### src/rtl/pipelined_control_unit.sv
// rtl/pipelined_control_unit.sv - ID-stage decoder with ID/EX register, load-use stall, branch flush and perf counters
// Hazard and flush lines are combinational; everything bound for EX is registered.
module pipelined_control_unit #(
  parameter int REG_AW    = 5,
  parameter int CNT_W     = 16,
  parameter int HAZARD_EN = 1
) (
  input  logic              clk,
  input  logic              rst,
  input  logic              id_valid,
  input  logic [6:0]        opcode,
  input  logic [2:0]        funct3,
  input  logic              funct7_5,
  input  logic [REG_AW-1:0] rs1,
  input  logic [REG_AW-1:0] rs2,
  input  logic [REG_AW-1:0] rd,
  input  logic              branch_taken,
  output logic              stall_o,
  output logic              flush_o,
  output logic              ex_alu_src,
  output logic              ex_mem_to_reg,
  output logic              ex_reg_write,
  output logic              ex_mem_read,
  output logic              ex_mem_write,
  output logic              ex_branch,
  output logic [1:0]        ex_alu_op,
  output logic [1:0]        ex_imm_sel,
  output logic              ex_alu_sub,
  output logic [REG_AW-1:0] ex_rd,
  output logic              ex_valid,
  output logic              illegal_o,
  output logic [CNT_W-1:0]  stall_cnt,
  output logic [CNT_W-1:0]  flush_cnt
);

  localparam logic [6:0] OP_R     = 7'b0110011;
  localparam logic [6:0] OP_IALU  = 7'b0010011;
  localparam logic [6:0] OP_LOAD  = 7'b0000011;
  localparam logic [6:0] OP_STORE = 7'b0100011;
  localparam logic [6:0] OP_BR    = 7'b1100011;
  localparam logic [6:0] OP_NOP   = 7'b0000000;
  localparam logic       HAZ_ON   = (HAZARD_EN != 0);
  localparam logic [CNT_W-1:0] CNT_MAX = {CNT_W{1'b1}};

  // ctrl order: {alu_src, mem_to_reg, reg_write, mem_read, mem_write, branch}
  logic [5:0]        dec_ctrl;
  logic [1:0]        dec_alu_op;
  logic [1:0]        dec_imm_sel;
  logic              dec_sub;
  logic              dec_illegal;
  logic              rs2_used;
  logic [1:0]        f3_alu_op;
  logic              f3_ok;
  logic              load_use;

  logic [5:0]        ex_ctrl_q, ex_ctrl_d;
  logic [1:0]        ex_alu_op_q, ex_alu_op_d;
  logic [1:0]        ex_imm_sel_q, ex_imm_sel_d;
  logic              ex_alu_sub_q, ex_alu_sub_d;
  logic [REG_AW-1:0] ex_rd_q, ex_rd_d;
  logic              ex_valid_q, ex_valid_d;
  logic              illegal_q, illegal_d;
  logic [CNT_W-1:0]  stall_cnt_q, stall_cnt_d;
  logic [CNT_W-1:0]  flush_cnt_q, flush_cnt_d;

  always_comb begin
    f3_alu_op = 2'b00;
    f3_ok     = 1'b1;
    case (funct3)
      3'b000:  f3_alu_op = 2'b10;
      3'b111:  f3_alu_op = 2'b00;
      3'b110:  f3_alu_op = 2'b01;
      default: f3_ok     = 1'b0;
    endcase
  end

  always_comb begin
    dec_ctrl    = 6'b000000;
    dec_alu_op  = 2'b00;
    dec_imm_sel = 2'b00;
    dec_sub     = 1'b0;
    dec_illegal = 1'b0;
    rs2_used    = 1'b0;
    case (opcode)
      OP_R: begin
        dec_ctrl    = 6'b001000;
        dec_alu_op  = f3_alu_op;
        dec_imm_sel = 2'b11;
        dec_sub     = (funct3 == 3'b000) & funct7_5;
        dec_illegal = ~f3_ok;
        rs2_used    = 1'b1;
      end
      OP_IALU: begin
        dec_ctrl    = 6'b101000;
        dec_alu_op  = f3_alu_op;
        dec_illegal = ~f3_ok;
      end
      OP_LOAD: begin
        dec_ctrl    = 6'b111100;
        dec_alu_op  = 2'b10;
      end
      OP_STORE: begin
        dec_ctrl    = 6'b110010;
        dec_alu_op  = 2'b10;
        dec_imm_sel = 2'b01;
        rs2_used    = 1'b1;
      end
      OP_BR: begin
        dec_ctrl    = 6'b000001;
        dec_alu_op  = 2'b10;
        dec_imm_sel = 2'b10;
        rs2_used    = 1'b1;
      end
      OP_NOP:  dec_illegal = 1'b0;
      default: dec_illegal = 1'b1;
    endcase
  end

  assign load_use = HAZ_ON & id_valid & ex_valid_q & ex_ctrl_q[2] & (ex_rd_q != '0) &
                    ((ex_rd_q == rs1) | (rs2_used & (ex_rd_q == rs2)));

  assign stall_o = load_use & ~branch_taken;
  assign flush_o = branch_taken;

  // Default is a bubble; only a clean, valid, non-hazarded instruction is loaded.
  always_comb begin
    ex_ctrl_d    = 6'b000000;
    ex_alu_op_d  = 2'b00;
    ex_imm_sel_d = 2'b00;
    ex_alu_sub_d = 1'b0;
    ex_rd_d      = '0;
    ex_valid_d   = 1'b0;
    illegal_d    = illegal_q;
    stall_cnt_d  = stall_cnt_q;
    flush_cnt_d  = flush_cnt_q;
    if (branch_taken) begin
      if (flush_cnt_q != CNT_MAX) flush_cnt_d = flush_cnt_q + CNT_W'(1);
    end else if (load_use) begin
      if (stall_cnt_q != CNT_MAX) stall_cnt_d = stall_cnt_q + CNT_W'(1);
    end else if (id_valid & dec_illegal) begin
      illegal_d = 1'b1;
    end else if (id_valid) begin
      ex_ctrl_d    = dec_ctrl;
      ex_alu_op_d  = dec_alu_op;
      ex_imm_sel_d = dec_imm_sel;
      ex_alu_sub_d = dec_sub;
      ex_rd_d      = rd;
      ex_valid_d   = 1'b1;
    end
  end

  always_ff @(posedge clk) begin
    if (rst) begin
      ex_ctrl_q    <= 6'b000000;
      ex_alu_op_q  <= 2'b00;
      ex_imm_sel_q <= 2'b00;
      ex_alu_sub_q <= 1'b0;
      ex_rd_q      <= '0;
      ex_valid_q   <= 1'b0;
      illegal_q    <= 1'b0;
      stall_cnt_q  <= '0;
      flush_cnt_q  <= '0;
    end else begin
      ex_ctrl_q    <= ex_ctrl_d;
      ex_alu_op_q  <= ex_alu_op_d;
      ex_imm_sel_q <= ex_imm_sel_d;
      ex_alu_sub_q <= ex_alu_sub_d;
      ex_rd_q      <= ex_rd_d;
      ex_valid_q   <= ex_valid_d;
      illegal_q    <= illegal_d;
      stall_cnt_q  <= stall_cnt_d;
      flush_cnt_q  <= flush_cnt_d;
    end
  end

  assign {ex_alu_src, ex_mem_to_reg, ex_reg_write, ex_mem_read, ex_mem_write, ex_branch} = ex_ctrl_q;
  assign ex_alu_op  = ex_alu_op_q;
  assign ex_imm_sel = ex_imm_sel_q;
  assign ex_alu_sub = ex_alu_sub_q;
  assign ex_rd      = ex_rd_q;
  assign ex_valid   = ex_valid_q;
  assign illegal_o  = illegal_q;
  assign stall_cnt  = stall_cnt_q;
  assign flush_cnt  = flush_cnt_q;

endmodule
### config.mk
export PLATFORM = sky130hd
export DESIGN_NAME = pipelined_control_unit
export DESIGN_NICKNAME = d
export VERILOG_FILES = /design/src/rtl/pipelined_control_unit.sv
export SDC_FILE = /design/constraint.sdc
export NUM_CORES = 1
export LEC_CHECK = 0
export CORE_MARGIN = 4
export CORE_UTILIZATION = 45
export CTS_CLUSTER_SIZE = 8
export DETAILED_ROUTE_END_ITERATION = 6
export PLACE_DENSITY = 0.86
export SLEW_MARGIN = 20
export SYNTH_ARGS = -nofsm -noshare
export SYNTH_HDL_FRONTEND = slang
export SYNTH_SLANG_ARGS = --single-unit
### constraint.sdc
create_clock -name clk -period 1.9 [get_ports clk]
set_input_delay 0.19 -clock clk [delete_from_list [all_inputs] [get_ports clk]]
set_output_delay 0.19 -clock clk [all_outputs]
set_load 0.02 [all_outputs]
==> impl_metrics.py, run 1 <==
metrics = {
    "run_status": {
        "status": "complete, but fails checks",
        "failed_checks": "setup timing",
    },
    "yosys": {
        "yosysTopAreaCellShare_pct": 41.82,
        "yosysMostFrequentCell": "dfxtp_1",
        "ys_warn_count": 0,
        "ys_ff_latch": 50,
        "avgSynthCellArea_um2": 8.458,
        "yosysTopAreaCell": "dfxtp_1",
        "syn-num-nets": 315,
        "synth_edf_count": 0,
        "async_reset_ff_share_pct": 0,
        "synth_area_leaders": "dfxtp_1 (42%), nor2_1 (4.7%), a21oi_1 (4.2%)",
        "synth_area_um2": 2394,
        "synth_cell_type_count": 56,
        "synth_commonest_cells": "dfxtp_1 (50), nor2_1 (30), a21oi_1 (20)",
        "ys.flop_type": "dfxtp_1",
        "synthCells": 283,
        "ys_seq_area_share_pct": 41.82,
    },
    "power_and_ir_drop": {
        "irDropWorstVdd_uv": 267.3,
        "powerDensity_nw_per_um2": 498.7,
        "power_w": 0.001892,
        "power_leakage_nw": 1.384,
    },
    "final_layout": {
        "areaGrowthSynthToFinish_pct": 58.49,
        "layout-drive-gt1-share_pct": 20.29,
        "n_fill_cell": 420,
        "multiInputGateArea_um2": 1380,
        "final-instance-count-excl-fill": 479,
        "antenna_cells": 0,
        "finalNetCount": 440,
        "register_area_um2": 1012,
    },
    "route": {
        "firstDrtPassIters": 4,
        "routed-via-count": 2535,
        "drc_errors": 0,
        "ant_nets": 0,
        "routed_wl_um": 6608,
        "drt-initial-drc-count": 134,
        "vias_per_cell": 5.292,
        "wire_per_inst_um": 13.80,
    },
    "grt": {
        "grt_pass1_vias": 2459,
        "track_usage_pct": 19.73,
        "grt_max_degree": 20,
        "grt_pass1_wl_um": 10400,
        "antenna_found_initial": 0,
        "grt.overflow.total": 0,
    },
    "timing": {
        "setup_viol": 1,
        "holdWs_ns": 0.2760,
        "fin_setup_tns_ns": -0.02437,
        "fin_ws_ns": -0.02437,
        "rsz0062_at_grt": "true",
        "max_freq_mhz": 519.7,
        "worst_pin_slew_ns": 0.4103,
        "slew_violations": 0,
        "fin_skew_ns": 0.009104,
        "relSlewSlack_pct": 72.59,
        "finalCritPeriodShare_pct": 101.3,
        "finalHoldViolCount": 0,
        "final.min_clock_period_ns": 1.924,
    },
    "floorplanning": {
        "die_h_um": 80.93,
        "die_area_um2": 6550,
        "ios": 82,
        "row_count": 26,
        "die_w_um": 80.93,
        "start_util_pct": 46.57,
        "core_area_um2": 5140,
    },
    "clocking": {
        "cts_buffer_depth": 2,
        "cts_tree": "built",
        "cts.clk_slew.worst_paths_ns": 0.09,
        "cts_buffers": 5,
        "htree_num_levels": 2,
        "cts_hold_buf": 0,
        "root_buffer": "clkbuf_8",
        "cts_sinks": 50,
        "clkLatencyLatePin_ns": 0.30,
    },
    "setup_path": {
        "cp_slowest_cell": "or4_1",
        "cp.required_ns": 2.14,
        "cp-start-kind": "flip-flop",
        "cp_top_family": "simple AND/OR/NAND/NOR gates",
        "path_cells": "xnor2_1, nand3_1, or2_1, a21o_1, buf_6, or4_1, a21oi_1",
        "worstSetupPathType": "flip-flop to flip-flop",
        "cp_num_buf_inv": 1,
        "cp-end-kind": "flip-flop",
        "crit_path_max_fanout": 5,
        "arrival_ns": 2.17,
        "cp_slowest_stage_delay_ns": 0.46,
    },
    "place": {
        "dpl.cell_count": 462,
        "portBuffers": 81,
        "pre_cts_slack_ns": -0.4067,
        "dp_hpwl_um": 4971,
        "gp_congestion": 0.8454,
    },
    "flow_run": {
        "drv_cap": 0,
    },
    "worst_hold_path": {
        "min_path_type": "primary input to flip-flop",
    },
}
[stage by stage]
step / cell area, um^2 / util (%)
floorplan: 2394 / -
global placement: 3530 / 68.67
detailed placement: 3530 / 68.67
CTS: 3643 / 70.89
global route: 3794 / 73.81
finish: 3794 / 73.81
[final timing paths]
kind	start	endpoint	slack, ns	depth (start not counted)
hold / removal	opcode[4]	ex_ctrl_q[4]$_SDFF_PP0_	0.28	3
setup / recovery	ex_rd[2]$_SDFF_PP0_	stall_cnt[2]$_SDFFE_PP0P_	-0.02	7
hold reg to reg	illegal_o$_SDFFE_PP0P_	illegal_o$_SDFFE_PP0P_	0.48	2
setup reg to reg	ex_rd[2]$_SDFF_PP0_	stall_cnt[2]$_SDFFE_PP0P_	-0.02	7
[repair_timing]
item	CTS	global route
resized for setup	12	22
gates cloned	0	1
buffers inserted	0	8
endpoints found under the setup margin	4	21
pin swaps	2	14
[layer usage]
| layer | global-route usage, % | part of all wire, % |
|---|---|---|
| met5 | 0 | 0 |
| met4 | 6.588 | 1.5 |
| met3 | 5.876 | 6.1 |
| met2 | 34.73 | 52 |
| met1 | 22.72 | 41 |
[worst reg2reg max path, cell delays in order, from the launching register on]
cell     delay [ns]
dfxtp_2        0.35
xnor2_1        0.17
nand3_1        0.12
or2_1          0.25
a21o_1         0.23
buf_6          0.14
or4_1          0.46
a21oi_1        0.15
[where the power goes]
group          switching (W)  total [W]  internal [W]
Combinational      0.0000727   0.000173      0.000100
Clock               0.000360   0.000660      0.000300
Sequential        0.00000707    0.00106       0.00105
[cells in the final DEF (no fill, tap or decap), drive strengths merged, types with 10 or more instances in the layout]
cell type	count
nor2	31
dfxtp	50
xor2	10
nand3	16
nand2	19
a21oi	20
inv	14
clkdlybuf4s50	79
buf	47
nand4	11
o21ai	13
nor3	10
[layout make-up]
class / instances / area share, %
timing repair buffer: 127 / 30.74
inverter: 13 / 1.286
clock buffer: 6 / 2.177
sequential: 50 / 26.68
tap: 70 / 2.309
multi-input combinational: 211 / 36.38
clock inverter: 2 / 0.4288
[sequential cells by signal, summed over array words and instances, names as in the netlist]
signal,flops
ex_alu_op,2
flush_cnt,16
ex_rd,5
ex_alu_sub,1
ex_ctrl_q,6
ex_valid,1
stall_cnt,16
illegal_o,1
ex_imm_sel,2
[cells by family after synthesis]
logic type	synth area share [%]
adder cells (fa/ha/maj)	1.045
XOR/XNOR	6.952
AND/OR/NAND/NOR	30.32
multiplexers	0.8886
flip-flops	41.82
buffers and inverters	3.712
AO/OA/AOI/OAI	15.26
(Power assumes the default switching activity.)
==> run 2, diff against run 1 <==
Settings changed: CORE_UTILIZATION 45 to 41, CTS_CLUSTER_DIAMETER set to 100, PLACE_DENSITY 0.86 to 0.83.
Clock period 1.9 ns to 1.6 ns, I/O delays scaled along.
==> impl_metrics.py, run 2 (synthesis results as in run 1) <==
metrics = {
    "timing": {
        "slew_violations": 0,
        "setup_viol": 22,
        "final.min_clock_period_ns": 1.961,
        "relSlewSlack_pct": 71.90,
        "worst_pin_slew_ns": 0.4196,
        "fin_ws_ns": -0.3613,
        "max_freq_mhz": 509.9,
        "finalHoldViolCount": 0,
        "holdWs_ns": 0.3430,
        "rsz0062_at_grt": "true",
        "fin_skew_ns": 0.007335,
        "finalCritPeriodShare_pct": 122.6,
    },
    "run_status": {
        "failed_checks": "setup timing",
        "status": "complete, but fails checks",
    },
    "worst_hold_path": {
        "hold_path_depth": 3,
        "holdPathEnd": "ex_ctrl_q[5]$_SDFF_PP0_",
        "hp-start": "opcode[4]",
        "min_path_type": "primary input to flip-flop",
    },
    "clocking": {
        "root_buffer": "clkbuf_8",
        "cts_buffer_depth": 2,
        "cts.clk_slew.worst_paths_ns": 0.09,
        "clkLatencyLatePin_ns": 0.31,
        "cts_buffers": 5,
        "htree_num_levels": 2,
        "cts_hold_buf": 0,
        "cts_tree": "built",
        "cts_sinks": 50,
    },
    "route": {
        "wire_per_inst_um": 16.82,
        "firstDrtPassIters": 5,
        "drc_errors": 0,
        "ant_nets": 0,
        "drt-initial-drc-count": 124,
        "vias_per_cell": 5.487,
        "routed_wl_um": 9015,
        "routed-via-count": 2941,
    },
    "place": {
        "portBuffers": 81,
        "dp_hpwl_um": 5670,
        "dpl_cell_area_um2": 3933,
        "gp_congestion": 0.8697,
        "dpl.cell_count": 506,
    },
    "power_and_ir_drop": {
        "power_w": 0.002402,
        "powerDensity_nw_per_um2": 518.8,
        "power_leakage_nw": 1.895,
        "irDropWorstVdd_uv": 410.1,
    },
    "setup_path": {
        "cp_top_family": "simple AND/OR/NAND/NOR gates",
        "cp_slowest_cell": "or3_4",
        "reg2reg_to": "stall_cnt[9]$_SDFFE_PP0P_",
        "path_cells": "xnor2_1, nand3_1, or2_1, a21o_1, buf_6, buf_6, or3_4, a21oi_2",
        "arrival_ns": 2.20,
        "rrSetupSlack_ns": -0.36,
        "cp-end-kind": "flip-flop",
        "r2r-start": "ex_rd[2]$_SDFF_PP0_",
        "crit_path_frequent_cell": "buf_6",
        "cp-start-kind": "flip-flop",
        "worst-path-stages": 8,
        "r2r_cells": 8,
        "worstSetupPathType": "flip-flop to flip-flop",
        "cp.required_ns": 1.84,
        "crit_path_max_fanout": 4,
        "cp_num_buf_inv": 2,
        "cp_slowest_stage_delay_ns": 0.38,
    },
    "grt": {
        "grt_pass1_vias": 2843,
        "antenna_found_initial": 0,
        "grt_max_degree": 20,
        "grt.overflow.total": 0,
        "grt_pass1_wl_um": 13140,
        "track_usage_pct": 22.57,
    },
    "floorplanning": {
        "die_h_um": 84.41,
        "ios": 82,
        "start_util_pct": 42.94,
        "core_area_um2": 5574,
        "row_count": 27,
        "die_area_um2": 7124,
        "die_w_um": 84.41,
    },
    "final_layout": {
        "areaGrowthSynthToFinish_pct": 93.47,
        "finalNetCount": 495,
        "layout-drive-gt1-share_pct": 43.97,
        "layout_common_cells": "buf_4 (83), clkdlybuf4s50_1 (65), nor2_1 (24)",
        "antenna_cells": 0,
        "final-instance-count-excl-fill": 536,
        "final_common_cell": "buf_4",
        "final_area_um2": 4631,
    },
    "flow_run": {
        "drv_cap": 0,
    },
}
## run 2: cell types whose count changed in the layout (fill, tap and decap cells not counted), sizes merged
cell and delta:
bufinv +1, dlymetal6s2s +6, dlygate4sd2 +7, buf +56
clkinvlp -1, inv -1, clkdlybuf4s50 -14, clkbuf +1
## run 2: what timing repair did
action                     CTS  global route
pin swaps                   37            41
setup endpoints to repair   46            50
gates resized for setup     61            52
setup buffers               15            16
## run 2: routing by layer
metal  global-route usage, %  share of wire (%)  vias to the layer above
met5                       0                  0                        -
met4                   8.201                2.7                        0
met3                   4.416                6.3                       21
met2                   43.76                 54                      119
met1                   23.89                 37                     1412
li1                        -                  -                     1389
## run 2: final cells by class
| class | count | area (um^2) |
|---|---|---|
| sequential | 50 | 1056 |
| clock inverter | 1 | 30.03 |
| inverter | 13 | 48.80 |
| multi-input combinational | 211 | 1682 |
| tap | 72 | 90.09 |
| clock buffer | 7 | 76.32 |
| timing repair buffer | 182 | 1648 |
| fill | 304 | 943.4 |
## run 2: worst max-delay path by stage
stage / from / end / slack, ns
floorplan: ex_rd[2]$_SDFF_PP0_ / stall_cnt[2]$_SDFFE_PP0P_ / -0.1
finish: ex_rd[2]$_SDFF_PP0_ / stall_cnt[9]$_SDFFE_PP0P_ / -0.36
global placement: opcode[1] / stall_o / -0.61
detailed placement: opcode[1] / stall_cnt[2]$_SDFFE_PP0P_ / -0.65
global route: ex_rd[2]$_SDFF_PP0_ / stall_cnt[2]$_SDFFE_PP0P_ / -0.46
CTS: ex_rd[0]$_SDFF_PP0_ / stall_cnt[9]$_SDFFE_PP0P_ / -0.30
## run 2: per-stage QoR
step / TNS, ns / utilization (%) / worst slack, ns
after global routing: -6.518 / 83.08 / -0.4601
final: -4.152 / 83.08 / -0.3613
after CTS: -3.621 / 78.36 / -0.2976
after floorplan: -0.8418 / - / -0.09548
after global placement: -16.36 / 70.55 / -0.6111
after detailed placement: -17.76 / 70.55 / -0.6502
## run 2: worst reg2reg max path, stage by stage, from the launching register on
cell	delay [ns]
dfxtp_4	0.37
xnor2_1	0.15
nand3_1	0.12
or2_1	0.26
a21o_1	0.25
buf_6	0.14
buf_6	0.10
or3_4	0.38
a21oi_2	0.14
## run 2: power breakdown
| group | internal (W) | leakage [nW] | switching (W) | total, W |
|---|---|---|---|---|
| registers | 0.00124 | 0.420 | 0.00000855 | 0.00125 |
| clock network | 0.000469 | 0.0524 | 0.000425 | 0.000893 |
| logic | 0.000146 | 1.42 | 0.000116 | 0.000262 |
==> run 3, diff against run 2 <==
Settings changed: ABC_CLOCK_PERIOD_IN_PS set to 1600, SKIP_LAST_GASP set to 1.
==> impl_metrics.py, run 3 (synthesis results as in run 1) <==
metrics = {
    "place": {
        "portBuffers": 81,
        "dp_hpwl_um": 5670,
        "dpl.cell_count": 506,
        "gp_congestion": 0.8697,
        "pre_cts_slack_ns": -0.6502,
    },
    "setup_path": {
        "cp-end-kind": "flip-flop",
        "cp.required_ns": 1.78,
        "arrival_ns": 2.24,
        "crit_path_start": "ex_rd[0]$_SDFF_PP0_",
        "cp-start-kind": "flip-flop",
        "worstSetupPathType": "flip-flop to flip-flop",
        "crit_path_max_fanout": 5,
        "r2r-start": "ex_rd[0]$_SDFF_PP0_",
    },
    "grt": {
        "track_usage_pct": 21.82,
        "grt.overflow.total": 0,
        "grt_pass1_vias": 2768,
        "grt_pass1_wl_um": 12700,
        "grt_max_degree": 20,
        "antenna_found_initial": 0,
    },
    "timing": {
        "fin_skew_ns": 0.008547,
        "fin_setup_tns_ns": -7.912,
        "final.min_clock_period_ns": 2.062,
        "rsz0062_at_grt": "true",
        "fin_ws_ns": -0.4616,
        "setup_viol": 41,
        "finalCritPeriodShare_pct": 128.8,
        "worst_pin_slew_ns": 0.4126,
        "max_freq_mhz": 485.1,
        "relSlewSlack_pct": 72.37,
        "slew_violations": 0,
        "finalHoldViolCount": 0,
    },
    "final_layout": {
        "areaGrowthSynthToFinish_pct": 89.81,
        "final-instance-count-excl-fill": 534,
        "antenna_cells": 0,
        "layout-drive-gt1-share_pct": 41.99,
        "final_common_cell": "buf_4",
        "finalNetCount": 493,
        "layout_common_cells": "buf_4 (85), clkdlybuf4s50_1 (69), nor2_1 (27)",
    },
    "route": {
        "vias_per_cell": 5.536,
        "wire_per_inst_um": 16.99,
        "drc_errors": 0,
        "drt-initial-drc-count": 182,
        "firstDrtPassIters": 4,
        "ant_nets": 0,
        "routed_wl_um": 9071,
        "routed-via-count": 2956,
    },
    "worst_hold_path": {
        "hp-start": "opcode[4]",
        "min_path_type": "primary input to flip-flop",
    },
    "floorplanning": {
        "core_area_um2": 5574,
        "start_util_pct": 42.94,
        "ios": 82,
        "die_w_um": 84.41,
        "die_h_um": 84.41,
        "die_area_um2": 7124,
        "row_count": 27,
    },
    "run_status": {
        "status": "complete, but fails checks",
        "failed_checks": "setup timing",
    },
    "clocking": {
        "cts_hold_buf": 0,
        "cts_sinks": 50,
        "root_buffer": "clkbuf_8",
        "cts_tree": "built",
        "cts_buffer_depth": 2,
        "clkLatencyLatePin_ns": 0.31,
        "htree_num_levels": 2,
        "cts_buffers": 5,
        "cts.clk_slew.worst_paths_ns": 0.09,
    },
    "power_and_ir_drop": {
        "powerDensity_nw_per_um2": 526.9,
        "irDropWorstVdd_uv": 396.5,
        "power_w": 0.002394,
        "power_leakage_nw": 1.807,
    },
    "flow_run": {
        "drv_cap": 0,
    },
}
-- run 3: cell count changes in the layout (fill, tap and decap cells not counted), sizes merged --
cell,delta
dlygate4sd2,-1
buf,-3
clkdlybuf4s50,+4
dlymetal6s2s,-2
-- run 3: area by class of cell --
type / count / area [um^2]
Clock buffer: 7 / 76.32
Clock inverter: 1 / 30.03
Fill cell: 332 / 1031
Inverter: 13 / 48.80
Multi-Input combinational cell: 211 / 1629
Sequential cell: 50 / 1056
Tap cell: 72 / 90.09
Timing Repair Buffer: 180 / 1613
-- run 3: per-stage QoR --
| step | instance area (um^2) | utilization [%] | hold slack (ns) |
|---|---|---|---|
| floorplan | 2486 | - | 0.2294 |
| global placement | 3933 | 70.55 | 0.4726 |
| detailed placement | 3933 | 70.55 | 0.4791 |
| CTS | 4332 | 77.71 | 0.3263 |
| global route | 4543 | 81.50 | 0.3568 |
| finish | 4543 | 81.50 | 0.3455 |
-- run 3: worst paths after layout --
path,endpoint,slack (ns),cells after the start
max reg2reg,stall_cnt[7]$_SDFFE_PP0P_,-0.46,8
max,stall_cnt[7]$_SDFFE_PP0P_,-0.46,8
min reg2reg,illegal_o$_SDFFE_PP0P_,0.49,2
min,ex_ctrl_q[2]$_SDFF_PP0_,0.35,3
-- run 3: timing repair --
action,CTS,global route
setup endpoints to repair,46,50
resized for setup,50,43
buffers inserted,15,8
pin swaps,31,32
-- run 3: metal layers --
layer	part of all wire, %	track usage, %
met1	36	22.80
met2	53	42.47
met3	6.6	4.809
met4	3.7	7.482
met5	0	0
-- run 3: critical path: stages, from the launching register on --
cell and delay, ns:
dfxtp_4 0.37, xor2_1 0.18, nor3_2 0.27, nand3b_1 0.15
a21o_1 0.24, buf_6 0.15, buf_4 0.13, o41ai_4 0.31
a21oi_1 0.13
-- run 3: report_power, final --
part,internal (W),switching [W]
logic,0.000136,0.000111
registers,0.00124,0.00000569
clock network,0.000469,0.000433
total,0.00184,0.000550
